<file path="src/rtl/hilo_pkg.sv">
// Shared encodings for the HI/LO unit: pipeline op codes, FSM states and the default width.
package hilo_pkg;

    localparam int HILO_DATA_W = 32;

    localparam logic [2:0] HILO_MULT  = 3'd0;
    localparam logic [2:0] HILO_MULTU = 3'd1;
    localparam logic [2:0] HILO_MFHI  = 3'd2;
    localparam logic [2:0] HILO_MFLO  = 3'd3;
    localparam logic [2:0] HILO_MTHI  = 3'd4;
    localparam logic [2:0] HILO_MTLO  = 3'd5;

    typedef enum logic [1:0] {
        ST_IDLE = 2'd0,
        ST_MUL  = 2'd1,
        ST_FIX  = 2'd2
    } hilo_state_e;

endpackage

</file>
<file path="src/rtl/hilo_sign_fix.sv">
// Sign handling around the unsigned multiplier: operand magnitudes on the way in,
// conditional two's-complement negate of the full product on the way out.
module hilo_sign_fix #(
    parameter int DATA_W = 32
) (
    input  logic [DATA_W-1:0]   a_i,
    input  logic [DATA_W-1:0]   b_i,
    input  logic                signed_i,
    input  logic [2*DATA_W-1:0] raw_i,
    input  logic                neg_i,
    output logic [DATA_W-1:0]   abs_a_o,
    output logic [DATA_W-1:0]   abs_b_o,
    output logic [2*DATA_W-1:0] fixed_o
);

    // The most negative value maps onto itself, which read as unsigned is its magnitude.
    assign abs_a_o = (signed_i && a_i[DATA_W-1]) ? -a_i : a_i;
    assign abs_b_o = (signed_i && b_i[DATA_W-1]) ? -b_i : b_i;
    assign fixed_o = neg_i ? -raw_i : raw_i;

endmodule

</file>
<file path="src/rtl/hilo_unit.sv">
// HI/LO register unit: accepts HI/LO ops from the pipeline, drives the iterative
// multiplier through its go/hold handshake and writes the sign-corrected product.
module hilo_unit
    import hilo_pkg::*;
#(
    parameter int DATA_W = HILO_DATA_W
) (
    input  logic                clk,
    input  logic                rst,
    input  logic                op_valid,
    input  logic [2:0]          op_code,
    input  logic [DATA_W-1:0]   rs_val,
    input  logic [DATA_W-1:0]   rt_val,
    output logic                stall,
    output logic [DATA_W-1:0]   rd_val,
    output logic                rd_valid,
    output logic [DATA_W-1:0]   mul_op1,
    output logic [DATA_W-1:0]   mul_op2,
    output logic                mul_go,
    input  logic [2*DATA_W-1:0] mul_res,
    input  logic                mul_hold,
    output logic [1:0]          state_o
);

    // Handshake: the multiplier owns the product while mul_go is high; the product is
    // valid in the cycle where mul_go & ~mul_hold, and mul_go drops at that same edge.

    hilo_state_e         state_q;
    logic [DATA_W-1:0]   hi_q, lo_q;
    logic [DATA_W-1:0]   op1_q, op2_q;
    logic [2*DATA_W-1:0] raw_q;
    logic                neg_q;
    logic                mul_go_q;

    logic                idle;
    logic                is_mult;
    logic [DATA_W-1:0]   abs_rs, abs_rt;
    logic [2*DATA_W-1:0] fixed;

    assign idle    = (state_q == ST_IDLE);
    assign is_mult = (op_code == HILO_MULT);

    hilo_sign_fix #(.DATA_W(DATA_W)) u_sign_fix (
        .a_i      (rs_val),
        .b_i      (rt_val),
        .signed_i (is_mult),
        .raw_i    (raw_q),
        .neg_i    (neg_q),
        .abs_a_o  (abs_rs),
        .abs_b_o  (abs_rt),
        .fixed_o  (fixed)
    );

    always_ff @(posedge clk) begin
        if (rst) begin
            state_q  <= ST_IDLE;
            hi_q     <= '0;
            lo_q     <= '0;
            op1_q    <= '0;
            op2_q    <= '0;
            raw_q    <= '0;
            neg_q    <= 1'b0;
            mul_go_q <= 1'b0;
        end else begin
            case (state_q)
                ST_IDLE: begin
                    if (op_valid) begin
                        case (op_code)
                            HILO_MULT, HILO_MULTU: begin
                                op1_q    <= abs_rs;
                                op2_q    <= abs_rt;
                                neg_q    <= is_mult & (rs_val[DATA_W-1] ^ rt_val[DATA_W-1]);
                                mul_go_q <= 1'b1;
                                state_q  <= ST_MUL;
                            end
                            HILO_MTHI: hi_q <= rs_val;
                            HILO_MTLO: lo_q <= rs_val;
                            default: ;
                        endcase
                    end
                end
                ST_MUL: begin
                    if (!mul_hold) begin
                        raw_q    <= mul_res;
                        mul_go_q <= 1'b0;
                        state_q  <= ST_FIX;
                    end
                end
                ST_FIX: begin
                    {hi_q, lo_q} <= fixed;
                    state_q      <= ST_IDLE;
                end
                default: state_q <= ST_IDLE;
            endcase
        end
    end

    assign stall    = op_valid & ~idle;
    assign rd_valid = op_valid & idle & ((op_code == HILO_MFHI) | (op_code == HILO_MFLO));
    assign rd_val   = (op_code == HILO_MFHI) ? hi_q : lo_q;
    assign mul_op1  = op1_q;
    assign mul_op2  = op2_q;
    assign mul_go   = mul_go_q;
    assign state_o  = state_q;

endmodule

</file>
<file path="config.mk">
export PLATFORM = sky130hd
export DESIGN_NAME = hilo_unit
export DESIGN_NICKNAME = d
export VERILOG_FILES = /design/src/rtl/hilo_pkg.sv /design/src/rtl/hilo_sign_fix.sv /design/src/rtl/hilo_unit.sv
export SDC_FILE = /design/constraint.sdc
export NUM_CORES = 1
export LEC_CHECK = 0
export BUFFER_PORTS_ARGS = -buffer_cell sky130_fd_sc_hd__clkbuf_2
export CAP_MARGIN = 20
export CORE_UTILIZATION = 55
export CTS_CLUSTER_DIAMETER = 100
export DETAILED_ROUTE_END_ITERATION = 16
export GPL_TIMING_DRIVEN = 0
export PLACE_DENSITY = 0.83
export SLEW_MARGIN = 20
export SYNTH_ARGS = -nofsm -noshare
export SYNTH_HDL_FRONTEND = slang
export SYNTH_HIERARCHICAL = 1
export SYNTH_SLANG_ARGS = --single-unit
</file>
<file path="constraint.sdc">
create_clock -name clk -period 3.3 [get_ports clk]
set_clock_uncertainty 0.2 [all_clocks]
set_input_delay 0.66 -clock clk [delete_from_list [all_inputs] [get_ports clk]]
set_output_delay 0.66 -clock clk [all_outputs]
set_load 0.005 [all_outputs]
</file>
Word level (Yosys, flattened, before mapping)
Index checks and enable logic that the tools add are counted.
{"block": "word_totals", "out_inout_bits": 101, "wordCells": 62, "reg_bits": 196, "input_bits": 135}
{"block": "classes", "add_sub_neg": 3, "n_bitwise": 8, "mux": 18, "eq_ne": 12, "n_reduce_logical": 13}
{"operator": "$mux W32", "n": 7}
{"operator": "$pmux W32 S2", "n": 2}
{"operator": "$mux W64", "n": 1}
{"operator": "$neg A32 Y32", "n": 2}
{"operator": "$neg A64 Y64", "n": 1}
{"operator": "$reduce_and A3 Y1", "n": 4}
{"operator": "$eq A3 B2 Y1 const B", "n": 2}
{"operator": "$eq A3 B3 Y1 const B", "n": 2}
{"operator": "$mux W2", "n": 3}
{"operator": "$ne A2 B1 Y1 const B", "n": 3}
{"operator": "$and A1 B1 Y1", "n": 4}
{"operator": "$ne A2 B2 Y1 const B", "n": 2}
{"operator": "$pmux W2 S2", "n": 1}
{"operator": "$reduce_and A4 Y1", "n": 1}
{"operator": "$reduce_bool A2 Y1", "n": 2}
{"operator": "$eq A3 B1 Y1 const B", "n": 1}
{"operator": "$logic_not A3 Y1", "n": 1}
{"operator": "$mux W1", "n": 3}
{"operator": "$eq A2 B1 Y1 const B", "n": 1}
{"operator": "$eq A2 B2 Y1 const B", "n": 1}
{"operator": "$logic_and A1 B1 Y1", "n": 2}
{"operator": "$logic_not A2 Y1", "n": 1}
{"operator": "$not A1 Y1", "n": 2}
{"operator": "$pmux W1 S2", "n": 1}
{"operator": "4 further kinds", "n": 4}

Logic depth before layout (Yosys ltp)
{"block": "depth", "word_depth": 5, "depth_mapped": 10, "depth_no_buf": 9}

Modules after synthesis
The synthesis kept the hierarchy.
{"mod": "hilo_unit", "cells_each": 911, "area_each_um2": 8121.5, "instances": 1, "seq_area_each_um2": 3923.8}
{"mod": "hilo_sign_fix", "cells_each": 420, "area_each_um2": 2839.0, "instances": 1, "seq_area_each_um2": 0.0}

Worst setup path after synthesis
Ideal clock, no wire load.
{"block": "synth_path", "path_kind": "reg2reg", "start": "reg raw_q[11]", "end": "reg hi_q[12]", "period_less_slack_ns": 2.818, "t_required_ns": 2.963, "setup_ns": 0.137, "n_path_buf": 1, "slack_ns": 0.482, "t_arrival_ns": 2.481, "path_stages_with_launch": 9, "path_cell_list": "dfxtp_1 > or4_4 > or4_1 > or3_4 > buf_6 > o31ai_1 > xnor2_1 > a221oi_1 > nor3_1"}
{"block": "synth_between", "elab_chain_len": 3}
{"element": "start: declaration", "line_no": "hilo_unit.sv:31", "source": "logic [2*DATA_W-1:0] raw_q;"}
{"element": "start signal: assignment", "line_no": "hilo_unit.sv:84", "source": "raw_q <= mul_res;"}
{"element": "$neg A64 Y64", "line_no": "hilo_sign_fix.sv:19", "source": "assign fixed_o = neg_i ? -raw_i : raw_i;"}
{"element": "$mux W64", "line_no": "hilo_sign_fix.sv:19"}
{"element": "net fixed[44]", "line_no": "hilo_unit.sv:38", "source": "logic [2*DATA_W-1:0] fixed;"}
{"element": "$pmux W32 S2", "line_no": "hilo_unit.sv:65", "source": "case (state_q)"}
{"element": "end signal: assignment", "line_no": "hilo_unit.sv:76", "source": "HILO_MTHI: hi_q <= rs_val;"}
{"element": "end signal: assignment", "line_no": "hilo_unit.sv:90", "source": "{hi_q, lo_q} <= fixed;"}
{"element": "end: declaration", "line_no": "hilo_unit.sv:29", "source": "logic [DATA_W-1:0] hi_q, lo_q;"}
The timed path passes the listed nets, and every way through them passes these cells.
A chain may end at the register's enable or synchronous reset.

Worst setup path after layout
{"block": "layout_path", "start": "reg raw_q[11]", "end": "reg lo_q[24]"}
{"block": "layout_between", "elab_chain_len": 3}
{"element": "$neg A64 Y64", "line_no": "hilo_sign_fix.sv:19"}
{"element": "$mux W64", "line_no": "hilo_sign_fix.sv:19"}
{"element": "net fixed[24]", "line_no": "hilo_unit.sv:38"}
{"element": "$pmux W32 S2", "line_no": "hilo_unit.sv:65"}
{"element": "end signal: assignment", "line_no": "hilo_unit.sv:77", "source": "HILO_MTLO: lo_q <= rs_val;"}
{"element": "end signal: assignment", "line_no": "hilo_unit.sv:90"}
{"element": "end: declaration", "line_no": "hilo_unit.sv:29"}
The timed path passes the listed nets, and every way through them passes these cells.

==> run summary <==
The core region area was 19,500 um^2; the fill cell total of the finished layout was 1,607. In the synthesized netlist, the cells that appear most often are 255 x sky130_fd_sc_hd__nand2_1, 196 x sky130_fd_sc_hd__dfxtp_1, 124 x sky130_fd_sc_hd__a21oi_1, 96 x sky130_fd_sc_hd__nor2_1, 88 x sky130_fd_sc_hd__xnor2_1. For this run, the leading register cell type out of synthesis is sky130_fd_sc_hd__dfxtp_1. The largest area contributor in the netlist is sky130_fd_sc_hd__dfxtp_1. The starting utilization of the core area is 56.1%, and the CTS buffer count is 17. The required time at the endpoint of the critical path was 3.40 ns; the number of buffers inserted by hold repair at cts was 0. For the sequential-to-total area share from yosys stat, the log shows 35.8%. Final number of hold-violating endpoints: 0.

The number of H-tree levels was 4; the number of clock sinks seen by CTS was 196. In the final routed layout, each cell accounts on average for 18.3 um. The logs give 1,725 for the net count reported at finish and 56 for the post-synthesis cell type count. The tools report the total track usage as 33.7%.

The finished layout holds 1,865 standard cells, fillers aside. Remaining antenna violation count: 0. In the post-synthesis netlist, the cell with the most instances is sky130_fd_sc_hd__nand2_1. The run gives 0 ns as the final total negative setup slack.

Before antenna repair, the detailed router went through 6 iterations. Sorting the synthesized cells by area gives the leading types as sky130_fd_sc_hd__dfxtp_1 36%, sky130_fd_sc_hd__nand2_1 8.7%, sky130_fd_sc_hd__xnor2_1 7.0%. The tools report the count of mapped cells out of synthesis as 1,331. Measured against its own limit, the worst slew margin works out to 45.5%. For hold timing, the worst endpoint is raw_q[23]. Setup violations remaining at the end of the flow were counted as 0. The port buffer count came out at 234. In this run the critical register-to-register path is launched from raw_q[11].

The number of pins with negative max-slew slack in the final report is 0, and the post-synthesis area per instance is 8.23 um^2. Setup repair after global routing left no endpoint under its margin. The die is 143 um wide. Clock latency on the worst-skew pair, taken at its later pin, is 0.44 ns. For the worst setup path, the data arrival time is 3.30 ns. The tools report the type of element capturing the critical path as a flip-flop.

The worst hold path stage count was 3. In the final layout, the multi-input gates occupy 6380 um^2. The final layout contains routed wiring with a total length of 34.0 mm. For the largest net degree at the start of global routing, the log shows 18.

Power spread over the standard cell area amounts to 419 nW/um^2. For this block, the via count after detailed routing is 11,000. The final weighted congestion in routability-driven placement is 1.03, and the DRC violation total after the first TritonRoute iteration is 1,048. The maximum fanout along the worst path was 10; the via count of the first global-routing pass was 10,100. The cell area after technology mapping was 11,000 um^2; the number of antenna violations at the first check in global routing was 0. The critical path in this run is classified as reg2reg. The post-detailed-route via-to-cell ratio works out to 5.90. Pin placement for this block handled 236 I/O pins.

The startpoint identified for the worst hold timing path is mul_res[23]. The time the worst path needs with I/O delays and setup was 3.20 ns. STA classifies the critical path startpoint as a flip-flop.

The synthesized design contains 0 enable-type register cells. The cell count after placement was 1,830; the transition time at the pin with the least slew margin was 0.815 ns. The HPWL after detailed placement is 26.0 mm.

The share of synthesized registers carrying an async set or reset was 0%; the count of warnings emitted by yosys was 6. The endpoint identified for the worst register-to-register timing path is lo_q[24]. After detailed routing, the number of remaining DRC violations is 0.

Max-cap violations in this run came to 0. Compared with the post-synthesis result, the final layout area differs by 19.5%. The number of rows created at floorplan is 51.

CTS placed an instance of sky130_fd_sc_hd__clkbuf_16 at the clock tree root. The vertical extent of the die was 143 um. The largest voltage drop on the vdd net is 0.356 mV, and the synthesized netlist net count is 1,469.

Clock transition at the registers of the reported paths: 0.08 ns. Counting flops and latches in the post-synthesis netlist gives 196. The analysis attributes to cell leakage a power of 5.12 nW. Across all register-to-register paths, the minimum setup slack is 0.1 ns. The overflow left after global routing was 0; the share of Yosys cell area claimed by the top area cell type was 35.8%.

Cell count of the worst reg-to-reg path: 8. The maximum buffer depth of the clock tree was 2. The path category of the worst min-delay check is in2reg.

The run finished with clean final reports. The number of antenna diodes in the final layout is 0. The area used by sequential logic in the layout came out at 3920 um^2. The die covers 20,500 um^2. The wire length of the first global-routing pass was 53.0 mm; the maximum operating frequency was 312 MHz. The post-route netlist has 29.5% of its cells at a drive strength greater than 1.

TritonCTS built the clock tree. The final critical path takes up 97.0% of the cycle.
==> flip-flops by register name, indices dropped and copies added (netlist names) <==
register,cells
mul_op1,32
hi_q,32
mul_op2,32
mul_go,1
lo_q,32
neg_q,1
raw_q,64
state_o,2
==> routing by layer <==
metal	part of all wire, %	vias up	track usage [%]
met4	4.5	0	16.1
met3	9.8	115	7.48
met1	41	5086	43.3
li1	-	5197	-
met2	45	601	53.5
met5	0	-	0
==> report_power, final <==
part           total, mW  internal (mW)  switching [mW]
clock network       2.15           1.17           0.976
registers           2.49           2.44          0.0510
logic              0.848          0.333           0.515
total               5.49           3.95            1.54
==> worst max-delay path, cell delays in order (launching register included) <==
cell	delay (ns)
sky130_fd_sc_hd__dfxtp_1	0.33
sky130_fd_sc_hd__or4_4	0.60
sky130_fd_sc_hd__or4_1	0.50
sky130_fd_sc_hd__or3_4	0.39
sky130_fd_sc_hd__buf_6	0.17
sky130_fd_sc_hd__o21ai_0	0.19
sky130_fd_sc_hd__xnor2_1	0.17
sky130_fd_sc_hd__a221oi_1	0.42
sky130_fd_sc_hd__nor3_1	0.08
==> per-stage QoR <==
stage | setup WS [ns] | power (mW) | util, % | cell area, um^2 | hold slack [ns]
floorplan | 0.482 | 3.02 | - | 11000 | 0.231
global placement | 0.155 | 3.34 | 63.8 | 12500 | 0.239
detailed placement | 0.0533 | 3.35 | 63.8 | 12500 | 0.249
CTS | 0.0610 | 5.45 | 66.9 | 13100 | 0.224
global route | 0.0233 | 5.66 | 67.1 | 13100 | 0.225
finish | 0.0993 | 5.49 | 67.1 | 13100 | 0.229
==> area by class of cell <==
type                    instances  share of cell area, %
plain buffers                 102                   4.79
clock buffers                  19                   3.46
clock inverters                13                   1.12
inverters                      12                  0.344
multi-input cells            1021                   48.7
flip-flops and latches        196                   30.0
well taps                     265                   2.53
repair buffers                237                   9.11
==> worst max path at each step <==
stage / startpoint / endpoint / slack (ns) / cells past startpoint
4_1_cts: raw_q[6] / lo_q[22] / 0.06 / 8
3_5_place_dp: raw_q[6] / lo_q[22] / 0.05 / 8
5_1_grt: raw_q[10] / hi_q[31] / 0.02 / 8
3_3_place_gp: raw_q[6] / lo_q[22] / 0.16 / 8
6_report: raw_q[11] / lo_q[24] / 0.1 / 8
2_1_floorplan: raw_q[11] / hi_q[12] / 0.48 / 8
==> repair_timing <==
action | in CTS | in global routing
endpoints found under the hold margin | 0 | 0
pin swaps | 0 | 3
setup endpoints to repair | 1 | 14
buffers inserted | 0 | 3
gates resized for setup | 1 | 2
==> cells in the final DEF, fill, tap and decap left out, types with 13 or more instances in the layout <==
cell type / count
sky130_fd_sc_hd__clkbuf_16: 17
sky130_fd_sc_hd__mux2_2: 32
sky130_fd_sc_hd__a221oi_1: 51
sky130_fd_sc_hd__clkbuf_2: 234
sky130_fd_sc_hd__clkbuf_1: 44
sky130_fd_sc_hd__nor2_1: 96
sky130_fd_sc_hd__a221oi_2: 13
sky130_fd_sc_hd__a21oi_2: 29
sky130_fd_sc_hd__or3_1: 16
sky130_fd_sc_hd__o31ai_1: 24
sky130_fd_sc_hd__dfxtp_1: 196
sky130_fd_sc_hd__nand2_2: 29
sky130_fd_sc_hd__nor3_1: 70
sky130_fd_sc_hd__xnor2_1: 88
sky130_fd_sc_hd__buf_6: 15
sky130_fd_sc_hd__xor2_1: 33
sky130_fd_sc_hd__nand2_1: 255
sky130_fd_sc_hd__o21ai_0: 25
sky130_fd_sc_hd__nor3_2: 19
sky130_fd_sc_hd__o41ai_1: 24
sky130_fd_sc_hd__a21oi_1: 124
sky130_fd_sc_hd__buf_2: 32
==> cells by family after synthesis <==
logic type | after synthesis | share of synthesized area, %
AND/OR/NAND/NOR | 558 | 24.7
AO/OA/AOI/OAI | 307 | 20.1
flip-flops | 196 | 35.8
XOR/XNOR | 121 | 9.67
buffers and inverters | 114 | 6.13
multiplexers | 32 | 3.29
adder cells (fa/ha/maj) | 3 | 0.343
No activity file was read; power rests on OpenSTA's default activity.
